--- config.mk ---
export PLATFORM = sky130hd
export DESIGN_NAME = reg_bank_multi_flat
export DESIGN_NICKNAME = d
export VERILOG_FILES = /design/src/rtl/reg_bank_pkg.sv /design/src/rtl/reg_bank_multi_if.sv /design/src/rtl/reg_bank_multi_edge_rise.sv /design/src/rtl/reg_bank_multi.sv /design/src/flat_wrapper.sv
export SDC_FILE = /design/constraint.sdc
export NUM_CORES = 1
export LEC_CHECK = 0
export BUFFER_PORTS_ARGS = -buffer_cell sky130_fd_sc_hd__buf_2
export CAP_MARGIN = 20
export CORE_ASPECT_RATIO = 1.1
export CORE_UTILIZATION = 55
export CTS_BUF_LIST = sky130_fd_sc_hd__clkbuf_8 sky130_fd_sc_hd__clkbuf_16
export CTS_CLUSTER_DIAMETER = 200
export DETAILED_ROUTE_END_ITERATION = 10
export HOLD_SLACK_MARGIN = 0.12
export PLACE_DENSITY = 0.85
export SETUP_SLACK_MARGIN = 0.1
export SYNTH_ARGS = -nofsm -noshare
export SYNTH_HDL_FRONTEND = slang
export SYNTH_HIERARCHICAL = 1
export SYNTH_SLANG_ARGS = --single-unit
--- constraint.sdc ---
create_clock -name clk -period 2.1 [get_ports clk]
set_clock_uncertainty 0.05 [all_clocks]
set_input_delay 0.315 -clock clk [delete_from_list [all_inputs] [get_ports clk]]
set_output_delay 0.315 -clock clk [all_outputs]
set_load 0.02 [all_outputs]
--- src/rtl/reg_bank_pkg.sv ---
// Shared definitions for the multi-slot save register bank.
//   bank_mode_t : write mode selected by the modo input
//   MAX_DEPTH   : largest supported number of slots
package reg_bank_pkg;

  typedef enum logic {
    MODE_ADDR = 1'b0,
    MODE_SEQ  = 1'b1
  } bank_mode_t;

  localparam int MAX_DEPTH = 16;

endpackage

--- src/rtl/reg_bank_multi_if.sv ---
// Switch/button/display bus of the register bank.
//   master : drives activar, guardar, limpiar, modo, wr_sel, rd_sel, entrada
//            and observes salida, valid, ptr, lleno
//   slave  : the register bank itself
interface reg_bank_multi_if #(
  parameter int BITS  = 8,
  parameter int DEPTH = 4
);
  localparam int SELW = $clog2(DEPTH);

  logic             activar;
  logic             guardar;
  logic             limpiar;
  logic             modo;
  logic [SELW-1:0]  wr_sel;
  logic [SELW-1:0]  rd_sel;
  logic [BITS-1:0]  entrada;
  logic [BITS-1:0]  salida;
  logic [DEPTH-1:0] valid;
  logic [SELW-1:0]  ptr;
  logic             lleno;

  modport master (
    output activar, guardar, limpiar, modo, wr_sel, rd_sel, entrada,
    input  salida, valid, ptr, lleno
  );

  modport slave (
    input  activar, guardar, limpiar, modo, wr_sel, rd_sel, entrada,
    output salida, valid, ptr, lleno
  );
endinterface

--- src/rtl/reg_bank_multi_edge_rise.sv ---
// One-cycle rising-edge detector for an already synchronised button level.
//   clk   : system clock
//   rst   : asynchronous, active-low reset
//   in    : button level
//   pulse : high for one cycle after in goes 0->1
// The detector only arms once in has been seen low after reset, so a button
// that is already held when reset releases produces no pulse until it is
// released and pressed again.
module edge_rise (
  input  logic clk,
  input  logic rst,
  input  logic in,
  output logic pulse
);
  logic in_q;
  logic armed;

  always_ff @(posedge clk or negedge rst) begin
    if (!rst) begin
      in_q  <= 1'b0;
      armed <= 1'b0;
    end else begin
      in_q  <= in;
      armed <= armed | ~in;
    end
  end

  assign pulse = in & ~in_q & armed;
endmodule

--- src/rtl/reg_bank_multi.sv ---
// Bank of DEPTH registers, BITS wide, loaded from the switch bus on a
// debounced save button, with addressed or circular-log write modes and one
// registered read port.
//   clk : system clock, all state on rising edge
//   rst : asynchronous, active-low reset
//   bus : reg_bank_multi_if slave (activar, guardar, limpiar, modo, wr_sel,
//         rd_sel, entrada in; salida, valid, ptr, lleno out)
module reg_bank_multi
  import reg_bank_pkg::*;
#(
  parameter int BITS  = 8,
  parameter int DEPTH = 4
) (
  input logic              clk,
  input logic              rst,
  reg_bank_multi_if.slave  bus
);
  localparam int SELW = $clog2(DEPTH);

  logic             guardar_pulse;
  logic             save;
  logic [BITS-1:0]  slots    [DEPTH];
  logic [BITS-1:0]  slots_nx [DEPTH];
  logic [DEPTH-1:0] valid_q, valid_nx;
  logic [SELW-1:0]  ptr_q, ptr_nx;
  logic             lleno_q, lleno_nx;
  logic [BITS-1:0]  salida_q, salida_nx;
  logic             wr_en;
  logic [SELW-1:0]  wr_idx;

  edge_rise u_save_edge (
    .clk   (clk),
    .rst   (rst),
    .in    (bus.guardar),
    .pulse (guardar_pulse)
  );

  assign save = guardar_pulse & bus.activar;

  always_comb begin
    wr_en     = 1'b0;
    wr_idx    = ptr_q;
    slots_nx  = slots;
    valid_nx  = valid_q;
    ptr_nx    = ptr_q;
    salida_nx = '0;

    if (save && !bus.limpiar) begin
      if (bank_mode_t'(bus.modo) == MODE_SEQ) begin
        wr_en  = 1'b1;
        wr_idx = ptr_q;
        ptr_nx = (ptr_q == SELW'(DEPTH - 1)) ? '0 : ptr_q + SELW'(1);
      end else begin
        // Out-of-range slot numbers (non power-of-two DEPTH) write nothing.
        wr_en  = (32'(bus.wr_sel) < 32'(DEPTH));
        wr_idx = bus.wr_sel;
      end
    end

    // Index by comparison so rd_sel/wr_sel beyond DEPTH never address a slot;
    // an unmatched rd_sel leaves salida_nx at zero.
    for (int unsigned i = 0; i < DEPTH; i++) begin
      if (wr_en && wr_idx == SELW'(i)) begin
        slots_nx[i] = bus.entrada;
        valid_nx[i] = 1'b1;
      end
      if (bus.rd_sel == SELW'(i)) begin
        salida_nx = (wr_en && wr_idx == bus.rd_sel) ? bus.entrada : slots[i];
      end
    end

    if (bus.limpiar) begin
      slots_nx  = '{default: '0};
      valid_nx  = '0;
      ptr_nx    = '0;
      salida_nx = '0;
    end

    lleno_nx = &valid_nx;
  end

  always_ff @(posedge clk or negedge rst) begin
    if (!rst) begin
      slots    <= '{default: '0};
      valid_q  <= '0;
      ptr_q    <= '0;
      lleno_q  <= 1'b0;
      salida_q <= '0;
    end else begin
      slots    <= slots_nx;
      valid_q  <= valid_nx;
      ptr_q    <= ptr_nx;
      lleno_q  <= lleno_nx;
      salida_q <= salida_nx;
    end
  end

  assign bus.salida = salida_q;
  assign bus.valid  = valid_q;
  assign bus.ptr    = ptr_q;
  assign bus.lleno  = lleno_q;
endmodule

--- src/flat_wrapper.sv ---
// flat-port wrapper written by rule: the top's interface ports become plain ports
module reg_bank_multi_flat import reg_bank_pkg::*;
#(
  parameter int BITS  = 8,
  parameter int DEPTH = 4
)
  (clk, rst, bus_activar, bus_guardar, bus_limpiar, bus_modo, bus_wr_sel, bus_rd_sel, bus_entrada, bus_salida, bus_valid, bus_ptr, bus_lleno);
  reg_bank_multi_if #(.BITS(BITS), .DEPTH(DEPTH)) bus_i ();
  input logic clk;
  input logic rst;
  input wire logic [$bits(bus_i.activar)-1:0] bus_activar;
  input wire logic [$bits(bus_i.guardar)-1:0] bus_guardar;
  input wire logic [$bits(bus_i.limpiar)-1:0] bus_limpiar;
  input wire logic [$bits(bus_i.modo)-1:0] bus_modo;
  input wire logic [$bits(bus_i.wr_sel)-1:0] bus_wr_sel;
  input wire logic [$bits(bus_i.rd_sel)-1:0] bus_rd_sel;
  input wire logic [$bits(bus_i.entrada)-1:0] bus_entrada;
  output wire logic [$bits(bus_i.salida)-1:0] bus_salida;
  output wire logic [$bits(bus_i.valid)-1:0] bus_valid;
  output wire logic [$bits(bus_i.ptr)-1:0] bus_ptr;
  output wire logic [$bits(bus_i.lleno)-1:0] bus_lleno;
  assign bus_i.activar = bus_activar;
  assign bus_i.guardar = bus_guardar;
  assign bus_i.limpiar = bus_limpiar;
  assign bus_i.modo = bus_modo;
  assign bus_i.wr_sel = bus_wr_sel;
  assign bus_i.rd_sel = bus_rd_sel;
  assign bus_i.entrada = bus_entrada;
  assign bus_salida = bus_i.salida;
  assign bus_valid = bus_i.valid;
  assign bus_ptr = bus_i.ptr;
  assign bus_lleno = bus_i.lleno;
  reg_bank_multi #(.BITS(BITS), .DEPTH(DEPTH)) u_core (.clk(clk), .rst(rst), .bus(bus_i));
endmodule
==> flow_metrics.py, run 1 <==
metrics = {
    "setup_path": {
        "worstPathRequired_ns": 2.19,
        "worstSetupPathType": "reg2reg",
        "path_cells": "and3b_1, nand3b_2, nor3_2, buf_4, mux2i_1, a221oi_1",
        "critPathMaxStageDelay_ns": 0.37,
        "worstReg2RegEnd": "u_core/bus.salida[3]",
        "crit_path_start_kind": "flop",
        "cp_max_fo": 7,
        "r2r_slack_ns": 0.10,
        "path_buf_inv": 1,
        "r2r_cells": 6,
        "path_delay_family": "simple AND/OR/NAND/NOR gates",
        "worstSetupEndpointType": "flop",
        "slowest_stage": "dfrtp_1",
        "worstPathArrival_ns": 2.09,
        "rr_startpoint": "u_core/u_save_edge/in_q",
    },
    "synth": {
        "synthArstFlopShare_pct": 100,
        "yosysWarnings": 6,
        "yosys.area_share.adder_pct": 0,
        "ys_types": 37,
        "yosys_register_bits": 49,
        "ys_seq_area_share_pct": 50.9,
        "synth_top_family_by_area": "simple AND/OR/NAND/NOR gates",
        "synth_nets": 256,
        "synthFlopType": "dfrtp_1",
        "avgSynthCellArea_um2": 10.1,
        "synth-xor-area-share_pct": 1.45,
        "synth_area_um2": 2410,
        "synthCells": 238,
        "synth-simple-area-share_pct": 18.3,
        "synth-edff-count": 0,
        "synthMuxAreaShare_pct": 12.6,
        "synth-compound-area-share_pct": 12.9,
    },
    "grt": {
        "grt_pass1_wl_mm": 9.30,
        "antenna_found_initial": 0,
        "grt_max_degree": 47,
        "track_usage_pct": 26.7,
        "grt_pass1_vias": 2017,
        "overflow": 0,
    },
    "clock_tree": {
        "path_clk_slew_ns": 0.09,
        "clk_path_buf_depth": 2,
        "cts_setup_buffers": 0,
        "clock-root-buffer": "clkbuf_8",
        "htree_levels": 2,
        "cts_buffers": 5,
        "clock-sinks": 49,
        "cts_tree": "yes",
        "clk-insertion-delay-late_ns": 0.29,
    },
    "final_layout": {
        "antenna_cells": 0,
        "num-nets-final": 297,
        "fin_util_pct": 68.3,
        "synthToLayoutAreaGrowth_pct": 15.7,
        "postLayoutCellArea_um2": 2790,
        "drive_above_1_share_pct": 25.7,
    },
    "route": {
        "drtIter0Drc": 210,
        "wl_per_cell_um": 17.1,
        "drtPass1Iterations": 5,
        "viasPerCell": 5.88,
        "wirelength_mm": 5.68,
        "drc": 0,
        "vias": 1952,
        "ant_nets": 0,
    },
    "sta": {
        "drv_slew": 0,
        "finalSetupViolations": 0,
        "period_needed_ns": 2.00,
        "max-slew-margin-rel_pct": 51.5,
        "timing_hold_violations_final": 0,
        "fin_crit_sh_pct": 95.0,
        "worstMarginPinSlew_ns": 0.728,
        "fmax_mhz": 501,
        "fin_tns_setup_ns": 0,
        "rsz0062_at_grt": "true",
        "setup_slack_ns": 0.104,
    },
    "pwr": {
        "leakage_nw": 1.27,
        "pwr_density_cell_nw_per_um2": 621,
        "worst_ir_drop_vdd_mv": 0.371,
        "fin_total_pwr_mw": 1.73,
    },
    "placement": {
        "pre_cts_slack_ns": 0.172,
        "dpl.hpwl_mm": 3.85,
        "place_congestion": 0.839,
        "io_buffers": 32,
        "dpl-instance-area_um2": 2660,
    },
    "min_path": {
        "min-delay-path-class": "in2reg",
        "min_from": "bus_guardar",
        "hold_depth": 2,
        "min_to": "u_core/u_save_edge/armed",
    },
    "floorplan": {
        "ios": 33,
        "rows": 24,
        "die_y_um": 71.4,
        "coreArea_um2": 4080,
        "die_w_um": 65.1,
        "die-area_um2": 4650,
        "start_util_pct": 59.0,
    },
    "flow_run": {
        "cap_viol_max_count": 0,
    },
    "outcome": {
        "status": "finished clean",
    },
}
==> sequential cells by signal, summed over array words and instances (netlist names) <==
name / cells
u_core/bus.lleno: 1
u_core/bus.ptr: 2
u_core/bus.salida: 8
u_core/bus.valid: 4
u_core/slots: 32
u_core/u_save_edge/armed: 1
u_core/u_save_edge/in_q: 1
==> where the power goes <==
part           total [mW]  switching [mW]  internal, mW
logic               0.181           0.117        0.0639
clock network       0.593           0.295         0.298
registers           0.959         0.00587         0.954
==> worst max-delay path by stage <==
stage                                  from                    to  slack, ns  cells past startpoint
finish              u_core/u_save_edge/in_q  u_core/bus.salida[3]       0.10                      6
global route        u_core/u_save_edge/in_q  u_core/bus.salida[3]       0.07                      6
CTS                 u_core/u_save_edge/in_q  u_core/bus.salida[3]       0.13                      5
detailed placement                 bus_modo  u_core/bus.salida[6]       0.17                      6
global placement                   bus_modo  u_core/bus.salida[3]       0.21                      6
floorplan                 u_core/bus.ptr[1]  u_core/bus.salida[6]       0.35                      6
==> synthesized netlist by cell type (3+ instances only) <==
cell type  instances  share of area, %
dfrtp_1           49                51
nand2_1           49               7.6
a21oi_1           30               6.2
nor2_1            21               3.3
mux2i_1           16               6.6
nand3_1            9               1.9
nor2b_1            5               1.3
buf_2              4              0.83
clkbuf_1           4              0.62
a21o_1             3              0.93
a2bb2oi_1          3               1.1
a32oi_1            3               1.1
buf_6              3               1.4
mux4_2             3               2.8
nor3_1             3              0.62
nor3_2             3               1.2
==> cell usage in the layout, fill, tap and decap left out, types with 3 or more instances in the layout <==
cell	count
nand2_1	49
dfrtp_1	49
buf_2	32
a21oi_1	30
nor2_1	21
mux2i_1	16
buf_4	15
nand3_1	8
clkbuf_8	7
nor2b_1	5
nor3_2	4
a21o_1	3
a32oi_1	3
a2bb2oi_1	3
mux4_2	3
==> timing repair <==
action	CTS	global route
endpoints found under the setup margin	0	3
resized for setup	0	2
endpoints found under the hold margin	32	0
hold buffers	2	0
==> per-layer routing <==
| metal | up-vias | global-route usage [%] | part of all wire [%] |
|---|---|---|---|
| met4 | 0 | 12.6 | 3.0 |
| met3 | 17 | 6.05 | 6.2 |
| met5 | - | 0 | 0 |
| met1 | 942 | 34.3 | 41 |
| li1 | 903 | - | - |
| met2 | 90 | 42.9 | 50 |
==> final cells by class <==
type	count	area (um^2)
inverters	1	3.75
multi-input cells	173	1100
repair buffers	49	293
clock buffers	7	96.3
well taps	52	65.1
fillers	321	1290
clock inverters	1	5.00
flip-flops and latches	49	1230
==> metrics by stage <==
| step | instances | hold WS, ns |
|---|---|---|
| after detailed placement | 322 | 0.368 |
| after CTS | 332 | 0.156 |
| after global placement | 322 | 0.360 |
| after floorplan | 238 | -0.0306 |
| after global routing | 332 | 0.155 |
| final | 332 | 0.161 |
==> cell families after synthesis <==
kind of cell              after synthesis
and+or+nand+nor                        96
muxes                                  24
xor gates and xnor gates                4
buffers and inverters                  16
DFF                                    49
AOI/OAI and AO/OA                      49
(Power assumes the default switching activity.)
==> run 2: changes to the inputs <==
MAX_ROUTING_LAYER = met4   (was unset)
==> run 2 against run 1 <==
Effect of this change:
- clock-buffer cell count stayed put
- via count increased by 2.1%
- first-iteration DRC count is 4.3% higher
- sequential share of layout area stayed put
- non-clock buffer count is the same
- routed wire length is 0.42% higher
- combinational power about the same
- global-route usage is 0.86 points higher
- setup slack gained 0.0070 ns
- maximum frequency is 0.35% higher
- register-to-register slack is essentially flat
- critical endpoint unchanged
- largest cell class unchanged
- largest power group unchanged
==> flow_metrics.py, run 2 (synthesis gave the netlist of run 1 again) <==
metrics = {
    "setup_path": {
        "critPathMaxStageDelay_ns": 0.37,
        "cp_max_fo": 7,
        "worstSetupEndpointType": "flop",
        "path_delay_family": "simple AND/OR/NAND/NOR gates",
        "worstPathArrival_ns": 2.08,
        "worstPathRequired_ns": 2.20,
        "path_buf_inv": 1,
        "worstReg2RegEnd": "u_core/bus.salida[3]",
        "crit_path_start": "u_core/u_save_edge/in_q",
        "worstSetupPathType": "reg2reg",
        "crit_path_start_kind": "flop",
        "r2r_slack_ns": 0.11,
        "r2r_cells": 6,
        "path_cells": "and3b_1, nand3b_2, nor3_2, buf_4, mux2i_1, a221oi_1",
        "slowest_stage": "dfrtp_1",
        "rr_startpoint": "u_core/u_save_edge/in_q",
    },
    "final_layout": {
        "final-seq-area_um2": 1230,
        "antenna_cells": 0,
        "fin_cells": 332,
        "largest_reg_flops": 32,
        "postLayoutCellArea_um2": 2790,
        "drive_above_1_share_pct": 25.7,
        "multi_input_area_um2": 1100,
        "fill_cells": 321,
        "final_cell_mix": "49 x nand2_1, 49 x dfrtp_1, 32 x buf_2",
        "regMostFlops": "u_core/slots",
        "num-nets-final": 297,
        "fin_util_pct": 68.3,
        "synthToLayoutAreaGrowth_pct": 15.7,
    },
    "route": {
        "viasPerCell": 6.00,
        "drtPass1Iterations": 7,
        "ant_nets": 0,
        "wirelength_mm": 5.70,
        "wl_per_cell_um": 17.2,
        "vias": 1993,
        "drtIter0Drc": 219,
        "drc": 0,
    },
    "min_path": {
        "min_to": "u_core/u_save_edge/armed",
        "min_from": "bus_guardar",
        "min-delay-path-class": "in2reg",
        "hold_depth": 2,
    },
    "clock_tree": {
        "clock-sinks": 49,
        "cts_tree": "yes",
        "htree_levels": 2,
        "path_clk_slew_ns": 0.09,
        "clk_path_buf_depth": 2,
        "clk-insertion-delay-late_ns": 0.30,
        "clock-root-buffer": "clkbuf_8",
        "cts_buffers": 5,
    },
    "grt": {
        "grt_pass1_vias": 2009,
        "grt_max_degree": 47,
        "track_usage_pct": 27.6,
        "overflow": 0,
        "grt_pass1_wl_mm": 9.34,
        "antenna_found_initial": 0,
    },
    "pwr": {
        "leakage_nw": 1.27,
        "pwr_density_cell_nw_per_um2": 625,
        "fin_total_pwr_mw": 1.74,
        "worst_ir_drop_vdd_mv": 0.372,
    },
    "sta": {
        "finalSetupViolations": 0,
        "fmax_mhz": 503,
        "period_needed_ns": 1.99,
        "rsz0062_at_grt": "true",
        "worstMarginPinSlew_ns": 0.742,
        "max-slew-margin-rel_pct": 50.5,
        "fin_tns_setup_ns": 0,
        "holdWs_ns": 0.156,
        "fin_crit_sh_pct": 94.7,
        "drv_slew": 0,
        "setup_slack_ns": 0.111,
        "timing_hold_violations_final": 0,
    },
    "floorplan": {
        "die_w_um": 65.1,
        "die_y_um": 71.4,
        "die-area_um2": 4650,
        "rows": 24,
        "coreArea_um2": 4080,
        "ios": 33,
        "start_util_pct": 59.0,
    },
    "placement": {
        "pre_cts_slack_ns": 0.172,
        "dp.cells": 322,
        "dpl-instance-area_um2": 2660,
        "io_buffers": 32,
        "place_congestion": 0.852,
        "dpl.hpwl_mm": 3.85,
    },
    "outcome": {
        "status": "finished clean",
    },
    "flow_run": {
        "cap_viol_max_count": 0,
    },
}
==> run 2: worst register-to-register path, cell delays in order, from the launching register on <==
cell      delay (ns)
dfrtp_1         0.37
and3b_1         0.29
nand3b_2        0.23
nor3_2          0.25
buf_4           0.20
mux2i_1         0.32
a221oi_1        0.14
==> run 2: final cells by class <==
class / count / share of cell area, %
inverter: 1 / 0.135
tap: 52 / 2.33
timing repair buffer: 49 / 10.5
clock buffer: 7 / 3.45
multi-input combinational: 173 / 39.4
clock inverter: 1 / 0.179
sequential: 49 / 44.0
==> run 2: routing by layer <==
layer,vias up,track usage (%),wire (um)
met3,27,5.57,352
met4,0,12.6,197
met2,102,42.8,2810
li1,905,-,-
met5,-,-,0
met1,959,34.8,2340
==> run 2: how the worst max path moves through the flow <==
stage	to	cells after the start
2_1_floorplan	u_core/bus.salida[6]	6
3_3_place_gp	u_core/bus.salida[3]	6
3_5_place_dp	u_core/bus.salida[6]	6
4_1_cts	u_core/bus.salida[3]	5
5_1_grt	u_core/bus.salida[3]	6
6_report	u_core/bus.salida[3]	6
==> run 2: power breakdown <==
part / internal (mW) / switching (mW) / total (mW)
clock network: 0.298 / 0.304 / 0.602
registers: 0.954 / 0.00585 / 0.959
logic: 0.0639 / 0.117 / 0.181
total: 1.32 / 0.426 / 1.74
==> run 2: what timing repair did <==
action | 4_1_cts | 5_1_grt
buffers inserted | 0 | 0
hold endpoints to repair | 32 | 0
hold buffers | 2 | 0
setup endpoints to repair | 0 | 3
gates resized for setup | 0 | 2
